[config.mk]
export PLATFORM = sky130hd
export DESIGN_NAME = can_rec_uplink_arbiter
export DESIGN_NICKNAME = d
export VERILOG_FILES = /design/src/rtl/can_rec_uplink_arbiter.sv
export SDC_FILE = /design/constraint.sdc
export NUM_CORES = 1
export LEC_CHECK = 0
export CORE_AREA = 2 2 136 138
export DETAILED_ROUTE_END_ITERATION = 10
export DIE_AREA = 0 0 138 140
export GPL_TIMING_DRIVEN = 0
export PLACE_DENSITY = 0.81
export SYNTH_ARGS = -nofsm -noshare
export SYNTH_HDL_FRONTEND = slang
export SYNTH_SLANG_ARGS = --single-unit
[constraint.sdc]
create_clock -name clk -period 4.15 [get_ports clk]
set_input_delay 0.83 -clock clk [delete_from_list [all_inputs] [get_ports clk]]
set_output_delay 0.83 -clock clk [all_outputs]
set_load 0.05 [all_outputs]
[src/rtl/can_rec_uplink_arbiter.sv]
// Round-robin arbiter that shares the CAN receive uplink among up to 32 buses.
// It selects a requesting bus, captures its frame and offers it to the e-link side.
module can_rec_uplink_arbiter #(
    parameter int N_BUSES     = 32,
    parameter int DATA_W      = 76,
    parameter int TIMEOUT_CYC = 1024,
    parameter int CNT_W       = 16
) (
    input  logic               clk,
    input  logic               rst,
    input  logic               enable,
    input  logic [4:0]         n_buses,
    input  logic [N_BUSES-1:0] irq_can_rec,
    input  logic [DATA_W-1:0]  data_rec_in,
    input  logic               uplink_ready,
    output logic [4:0]         can_rec_select,
    output logic [N_BUSES-1:0] rec_ack,
    output logic [DATA_W-1:0]  data_rec_uplink,
    output logic               uplink_valid,
    output logic               busy,
    output logic               drop_err,
    output logic [CNT_W-1:0]   drop_cnt
);

    localparam int TO_W = (TIMEOUT_CYC > 2) ? $clog2(TIMEOUT_CYC) : 1;
    localparam logic [TO_W-1:0] TO_LAST = TO_W'(TIMEOUT_CYC - 1);

    typedef enum logic [1:0] {
        IDLE,
        SELECT,
        CAPTURE,
        SEND
    } state_t;

    state_t state;
    state_t state_nxt;

    logic [4:0]         ptr;
    logic [4:0]         ptr_nxt;
    logic [TO_W-1:0]    to_cnt;
    logic [N_BUSES-1:0] eligible;
    logic [4:0]         start;
    logic [4:0]         winner;
    logic               found_hi;
    logic               any_req;
    logic [31:0]        irq_ext;
    logic               grant;
    logic               capture;
    logic               handshake;
    logic               drop;

    // Mask out buses above n_buses, then pick the first eligible bus at or above
    // the pointer, falling back to the lowest eligible bus when none is found.
    always_comb begin
        eligible = '0;
        for (int i = 0; i < N_BUSES; i++) begin
            eligible[i] = irq_can_rec[i] && (5'(i) <= n_buses);
        end
        any_req  = |eligible;
        start    = (ptr > n_buses) ? 5'd0 : ptr;
        winner   = 5'd0;
        found_hi = 1'b0;
        for (int i = N_BUSES - 1; i >= 0; i--) begin
            if (eligible[i] && (5'(i) >= start)) begin
                winner   = 5'(i);
                found_hi = 1'b1;
            end
        end
        if (!found_hi) begin
            for (int i = N_BUSES - 1; i >= 0; i--) begin
                if (eligible[i]) begin
                    winner = 5'(i);
                end
            end
        end
    end

    assign irq_ext = 32'(irq_can_rec);
    assign ptr_nxt = (can_rec_select >= n_buses) ? 5'd0 : can_rec_select + 5'd1;

    always_comb begin
        state_nxt = state;
        grant     = 1'b0;
        capture   = 1'b0;
        handshake = 1'b0;
        drop      = 1'b0;
        case (state)
            IDLE: begin
                if (enable && any_req) begin
                    grant     = 1'b1;
                    state_nxt = SELECT;
                end
            end
            SELECT: state_nxt = CAPTURE;
            CAPTURE: begin
                if (irq_ext[can_rec_select]) begin
                    capture   = 1'b1;
                    state_nxt = SEND;
                end else begin
                    state_nxt = IDLE;
                end
            end
            SEND: begin
                // A ready arriving on the expiry cycle still completes the transfer.
                if (uplink_valid && uplink_ready) begin
                    handshake = 1'b1;
                    state_nxt = IDLE;
                end else if (to_cnt == TO_LAST) begin
                    drop      = 1'b1;
                    state_nxt = IDLE;
                end
            end
            default: state_nxt = IDLE;
        endcase
    end

    always_ff @(posedge clk) begin
        if (rst) begin
            state           <= IDLE;
            ptr             <= '0;
            to_cnt          <= '0;
            can_rec_select  <= '0;
            rec_ack         <= '0;
            data_rec_uplink <= '0;
            uplink_valid    <= 1'b0;
            busy            <= 1'b0;
            drop_err        <= 1'b0;
            drop_cnt        <= '0;
        end else begin
            state    <= state_nxt;
            busy     <= (state_nxt != IDLE);
            rec_ack  <= '0;
            drop_err <= 1'b0;
            if (grant) begin
                can_rec_select <= winner;
            end
            if (capture) begin
                data_rec_uplink <= data_rec_in;
                uplink_valid    <= 1'b1;
                rec_ack         <= N_BUSES'(32'd1 << can_rec_select);
                to_cnt          <= '0;
            end
            if ((state == SEND) && !handshake && !drop) begin
                to_cnt <= to_cnt + 1'b1;
            end
            if (handshake || drop) begin
                uplink_valid <= 1'b0;
                ptr          <= ptr_nxt;
            end
            if (drop) begin
                drop_err <= 1'b1;
                if (drop_cnt != '1) begin
                    drop_cnt <= drop_cnt + 1'b1;
                end
            end
        end
    end

endmodule

# Yosys cells after proc, flatten, opt, wreduce, memory -nomap -nowiden
# Cells that the tools add are included.
[totals] regBits=149 input_bits=117 output_inout_bits=132 elab_cells=283
[classes] add_sub_neg=3 n_lt_le_gt_ge=67 n_eq_ne=5 shift=1 n_mux=118 bitwise_logic=1 reduce_logical=78
[ops] operator="$mux W5" n=67
[ops] operator="$ge A5 B5 Y1 const A" n=16
[ops] operator="$le A5 B5 Y1 const A" n=16
[ops] operator="$logic_and A1 B1 Y1" n=68
[ops] operator="$mux W1" n=43
[ops] operator="$ge A4 B5 Y1 const A" n=8
[ops] operator="$le A4 B5 Y1 const A" n=8
[ops] operator="$reduce_or A32 Y1" n=1
[ops] operator="$shl A1 B5 Y32 const A" n=1
[ops] operator="$ge A3 B5 Y1 const A" n=4
[ops] operator="$le A3 B5 Y1 const A" n=4
[ops] operator="$mux W10" n=2
[ops] operator="$add A16 B1 Y16 const B" n=1
[ops] operator="$ne A16 B16 Y1 const B" n=1
[ops] operator="$add A10 B1 Y10 const B" n=1
[ops] operator="$eq A10 B10 Y1 const B" n=1
[ops] operator="$ge A1 B5 Y1 const A" n=2
[ops] operator="$ge A2 B5 Y1 const A" n=2
[ops] operator="$le A1 B5 Y1 const A" n=2
[ops] operator="$le A2 B5 Y1 const A" n=2
[ops] operator="$mux W2" n=4
[ops] operator="$pmux W2 S4" n=1
[ops] operator="$lt A5 B6 Y1 const B" n=1
[ops] operator="$add A5 B1 Y5 const B" n=1
[ops] operator="other kinds (12)" n=16

# Logic depth before layout (Yosys ltp)
# Gate-level depths: netlist of run 1.
[depth] ltp_word=69 mapped_depth=15 ltp_nobuf=11

# Worst setup path after synthesis of run 1
# OpenSTA, ideal clock, no wires.
[synth_timing] kind="input-to-reg" from="in n_buses[4]" to="reg can_rec_select[1]" setup_time_ps=101 arrival_ps=3488 required_time_ps=4049 slack_ps=561 path_stages=15 path_buffers=4 path_cell_list="buf_4 -> buf_6 -> buf_4 -> inv_1 -> ha_1 -> and4_1 -> and2_1 -> a22o_1 -> clkbuf_1 -> o211ai_1 -> nor3_1 -> nand2_1 -> o41ai_1 -> nand2_1 -> o41ai_1"
[synth_between] elab_chain_len=69 elab_cells_between_ends=231 cone_classes="order compare (65); mux (100); reduce/logical (66)"
[synth_lines] item="start: declaration" line="12" source="input logic [4:0] n_buses,"
[synth_lines] item="$gt A5 B5 Y1" line="60" source="start = (ptr > n_buses) ? 5'd0 : ptr;"
[synth_lines] item="$mux W5" line="60"
[synth_lines] item="$ge A5 B5 Y1" line="64" source="if (eligible[i] && (5'(i) >= start)) begin"
[synth_lines] item="$logic_and A1 B1 Y1" line="64"
[synth_lines] item="$mux W5 (32 in series)" line="64"
[synth_lines] item="$mux W5 (32 in series)" line="71" source="if (eligible[i]) begin"
[synth_lines] item="$mux W5" line="69" source="if (!found_hi) begin"
[synth_lines] item="end signal: assignment" line="135" source="can_rec_select <= winner;"
[synth_lines] item="end: declaration" line="16" source="output logic [4:0] can_rec_select,"
# Several ways; a longest one is shown, not always the timed one.
# A chain may end at the register's enable or synchronous reset.

# Worst setup path in the final report of run 1
# Same ends and word-level chain as after synthesis.

==> flow_metrics.tcl, run 1 <==
set metrics [dict create \
    hold_violations 0 \
    numCtsBuffers 17 \
    grt_max_degree 17 \
    p_per_area_nw_per_um2 339 \
    post_cts_buffers 0 \
    wl_um 29100 \
    finalCriticalPeriod_ns 3.95 \
    grt_pass1_wl_um 44600 \
    cp.arrival_ns 4.27 \
    port_buffers 243 \
    post_drt_via_cell_ratio 5.76 \
    endpoint_kind "register" \
    grt_use_met1_pct 36.0 \
    cp-startpoint "n_buses[4]" \
    first_pass_iters 5 \
    avgRoutedWirePerCell_um 20.4 \
    setup_viol 0 \
    die_area_sq_um 19300 \
    die_x_um 138 \
    synth-seq-area-share_pct 37.7 \
    n_antenna_cell 0 \
    synthDistinctLibCells 81 \
    ys.flop_type "dfxtp_1" \
    htree_levels 4 \
    grt-ovfl-total 0 \
    cap_violations 0 \
    cts-root-buf "clkbuf_16" \
    syn_inst 924 \
    reg2reg_from "ptr[0]" \
    irDropWorstVdd_mv 0.359 \
    drcViolationCount 0 \
    cts_num_sinks 149 \
    globalRoute.busiestLayer "met2" \
    cts.clk_slew.worst_paths_ns 0.07 \
    start_kind "primary input" \
    gp_congestion 0.969 \
    cp_cell_sequence "buf_4 > buf_6 > buf_4 > inv_1 > ha_1 > and4_1 > and2_1 > a22o_2 > clkbuf_2 > o211ai_1 > nor3_1 > nand2_1 > o41ai_1 > nand2_1 > o41ai_1" \
    finalMaxSlewViolations 0 \
    fin_setup_tns_ns 0 \
    fin_crit_sh_pct 95.2 \
    initialDrtViolationCount 558 \
    path_delay_family "simple AND/OR/NAND/NOR gates" \
    postRouteAntennaNets 0 \
    cellLeakagePower_nw 4.13 \
    core_sq_um 17800 \
    multi_input_area_sq_um 4590 \
    slew_headroom_pct 44.7 \
    timing.fmax_mhz 253 \
    cpPeakStageDelay_ns 0.40 \
    ctsLongestPathBuffers 2 \
    total_power_mw 3.81 \
    hp-start "data_rec_uplink[0]" \
    antenna_found_initial 0 \
    tightest_slew_ns 0.820 \
    fill_cells 1527 \
    via_count 8213 \
    slowest_stage "o41ai_1" \
    cts_resized 0 \
    grt.total_usage_pct 29.1 \
    crit_buf_inv 5 \
    syn-cell-area_sq_um 7900 \
    grt_use_met2_pct 49.8 \
    ctsHoldBuffers 0 \
    io_pins 249 \
    yosys_warnings 0 \
    required_ns 4.47 \
    row_count 49 \
    synth.avg_cell_area_sq_um 8.55 \
    final_nets 1321 \
    start_util_pct 44.4 \
    layout-drive-gt1-share_pct 8.10 \
    rsz0062_at_grt "false" \
    clk-insertion-delay-late_ns 0.42 \
    stdcell_count 1427 \
    synthArstFlopShare_pct 0 \
    ys_ff_latch 149 \
    synth_edf_count 0 \
    crit_fanout 10 \
    dpl.hpwl_um 22500 \
    grt_pass1_vias 7943 \
    syn2layout_area_growth_pct 42.3 \
    path_class "in -> reg" \
    cts_tree "built" \
    min_path_type "reg -> reg" \
    die_h_um 140 \
    skew_ns 0.0102 \
    syn_nets 1059 \
    dp_cells 1396 \
    regArea_sq_um 2980 \
    outcome "completed" \
    final_util_pct 63.2 \
    grt_util_met3_pct 6.26 \
]
## placed cells by master, fill, tap and decap left out, types with 6 or more instances in the layout
cell type,count
clkbuf_16,17
xor2_1,13
nand3_1,29
nor2_1,171
nand4_1,10
a21oi_1,51
nand2b_1,10
buf_2,11
a31oi_1,8
o21ai_0,42
and2_1,7
inv_1,19
dfxtp_1,149
nor3_1,19
and3_1,18
o211ai_1,6
mux2i_1,77
o21a_1,9
buf_4,10
a21o_1,7
clkdlybuf4s50_1,243
nor3b_1,6
ha_1,18
mux4_2,10
clkbuf_1,24
nand2_1,72
## metal layers
layer | wire (um) | vias to the layer above
met5 | 0 | -
met4 | 975 | 0
met3 | 1950 | 69
met2 | 14200 | 353
met1 | 12000 | 3936
li1 | - | 3855
## cells by family (layout without fill, tap and decap cells)
| group | after synthesis | after routing | share of synthesized area (%) |
|---|---|---|---|
| AO/OA/AOI/OAI | 201 | 201 | 17.4 |
| XOR/XNOR | 15 | 15 | 1.66 |
| adder cells (fa/ha/maj) | 18 | 18 | 2.85 |
| buffers and inverters | 71 | 345 | 4.50 |
| flip-flops | 149 | 149 | 37.7 |
| multiplexers | 87 | 87 | 12.6 |
| AND/OR/NAND/NOR | 383 | 383 | 23.2 |
## registers in the layout, indices dropped and copies added (netlist names)
| signal | flops |
|---|---|
| busy | 1 |
| can_rec_select | 5 |
| data_rec_uplink | 76 |
| drop_cnt | 16 |
| drop_err | 1 |
| ptr | 5 |
| rec_ack | 32 |
| state | 2 |
| to_cnt | 10 |
| uplink_valid | 1 |
## area by class of cell
class	instances	area share [%]
Tap cell	229	2.55
Inverter	19	0.634
Buffer	52	2.54
Sequential cell	149	26.5
Clock buffer	17	3.78
Timing Repair Buffer	243	21.6
Clock inverter	14	1.49
Multi-Input combinational cell	704	40.8
## per-stage QoR
stage | cell area [sq um] | worst slack [ns] | hold slack, ns
after floorplan | 7900 | 0.561 | 0.466
final | 11200 | 0.200 | 0.492
after CTS | 11200 | 0.0474 | 0.497
after global placement | 10600 | -0.327 | 0.472
after detailed placement | 10600 | -0.382 | 0.482
after global routing | 11200 | 0.0654 | 0.512
## power by group
group / internal, mW / switching [mW] / leakage (nW)
logic: 0.317 / 0.431 / 2.64
registers: 1.47 / 0.0274 / 1.20
clock network: 0.903 / 0.662 / 0.279
## tightest hold or removal path, stage by stage, from the launching register on
cell and delay [ns]:
dfxtp_1 0.32, mux2i_1 0.07, nor2_1 0.07
## cell usage after synthesis, types with 6 or more instances
cell type / instances / area, sq um
a21oi_1: 51 / 255
nor2_1: 171 / 642
ha_1: 18 / 225
and2_1: 7 / 43.8
o211ai_1: 6 / 45.0
buf_2: 11 / 55.1
nor3b_1: 6 / 45.0
nand3_1: 29 / 145
and3_1: 18 / 113
clkbuf_1: 25 / 93.8
o21ai_0: 42 / 210
a21o_1: 7 / 52.6
inv_1: 19 / 71.3
nor3_1: 19 / 95.1
buf_4: 10 / 75.1
dfxtp_1: 149 / 2980
xor2_1: 13 / 114
nand2b_1: 10 / 62.6
nand4_1: 10 / 62.6
mux2i_1: 77 / 771
a211oi_1: 6 / 45.0
o21a_1: 9 / 67.6
a31oi_1: 8 / 50.1
mux4_2: 10 / 225
nand2_1: 72 / 270
## path summary, 6_finish.rpt
| kind | end | slack [ns] | cells after the start |
|---|---|---|---|
| setup / recovery | can_rec_select[1] | 0.20 | 15 |
| hold / removal | data_rec_uplink[0] | 0.49 | 2 |
| setup reg to reg | can_rec_select[1] | 0.36 | 13 |
| hold reg to reg | data_rec_uplink[0] | 0.49 | 2 |
(Power assumes the default switching activity.)
==> run 2: changes to the inputs <==
Settings changed: CTS_CLUSTER_DIAMETER set to 200.
==> results of run 2 <==
The final DEF is identical to that of run 1; final timing and power are the same.
==> run 3: changes to the inputs <==
Settings changed: SKIP_CTS_REPAIR_TIMING set to 1.
==> results of run 3 <==
The final DEF is identical to that of run 1; final timing and power are the same.
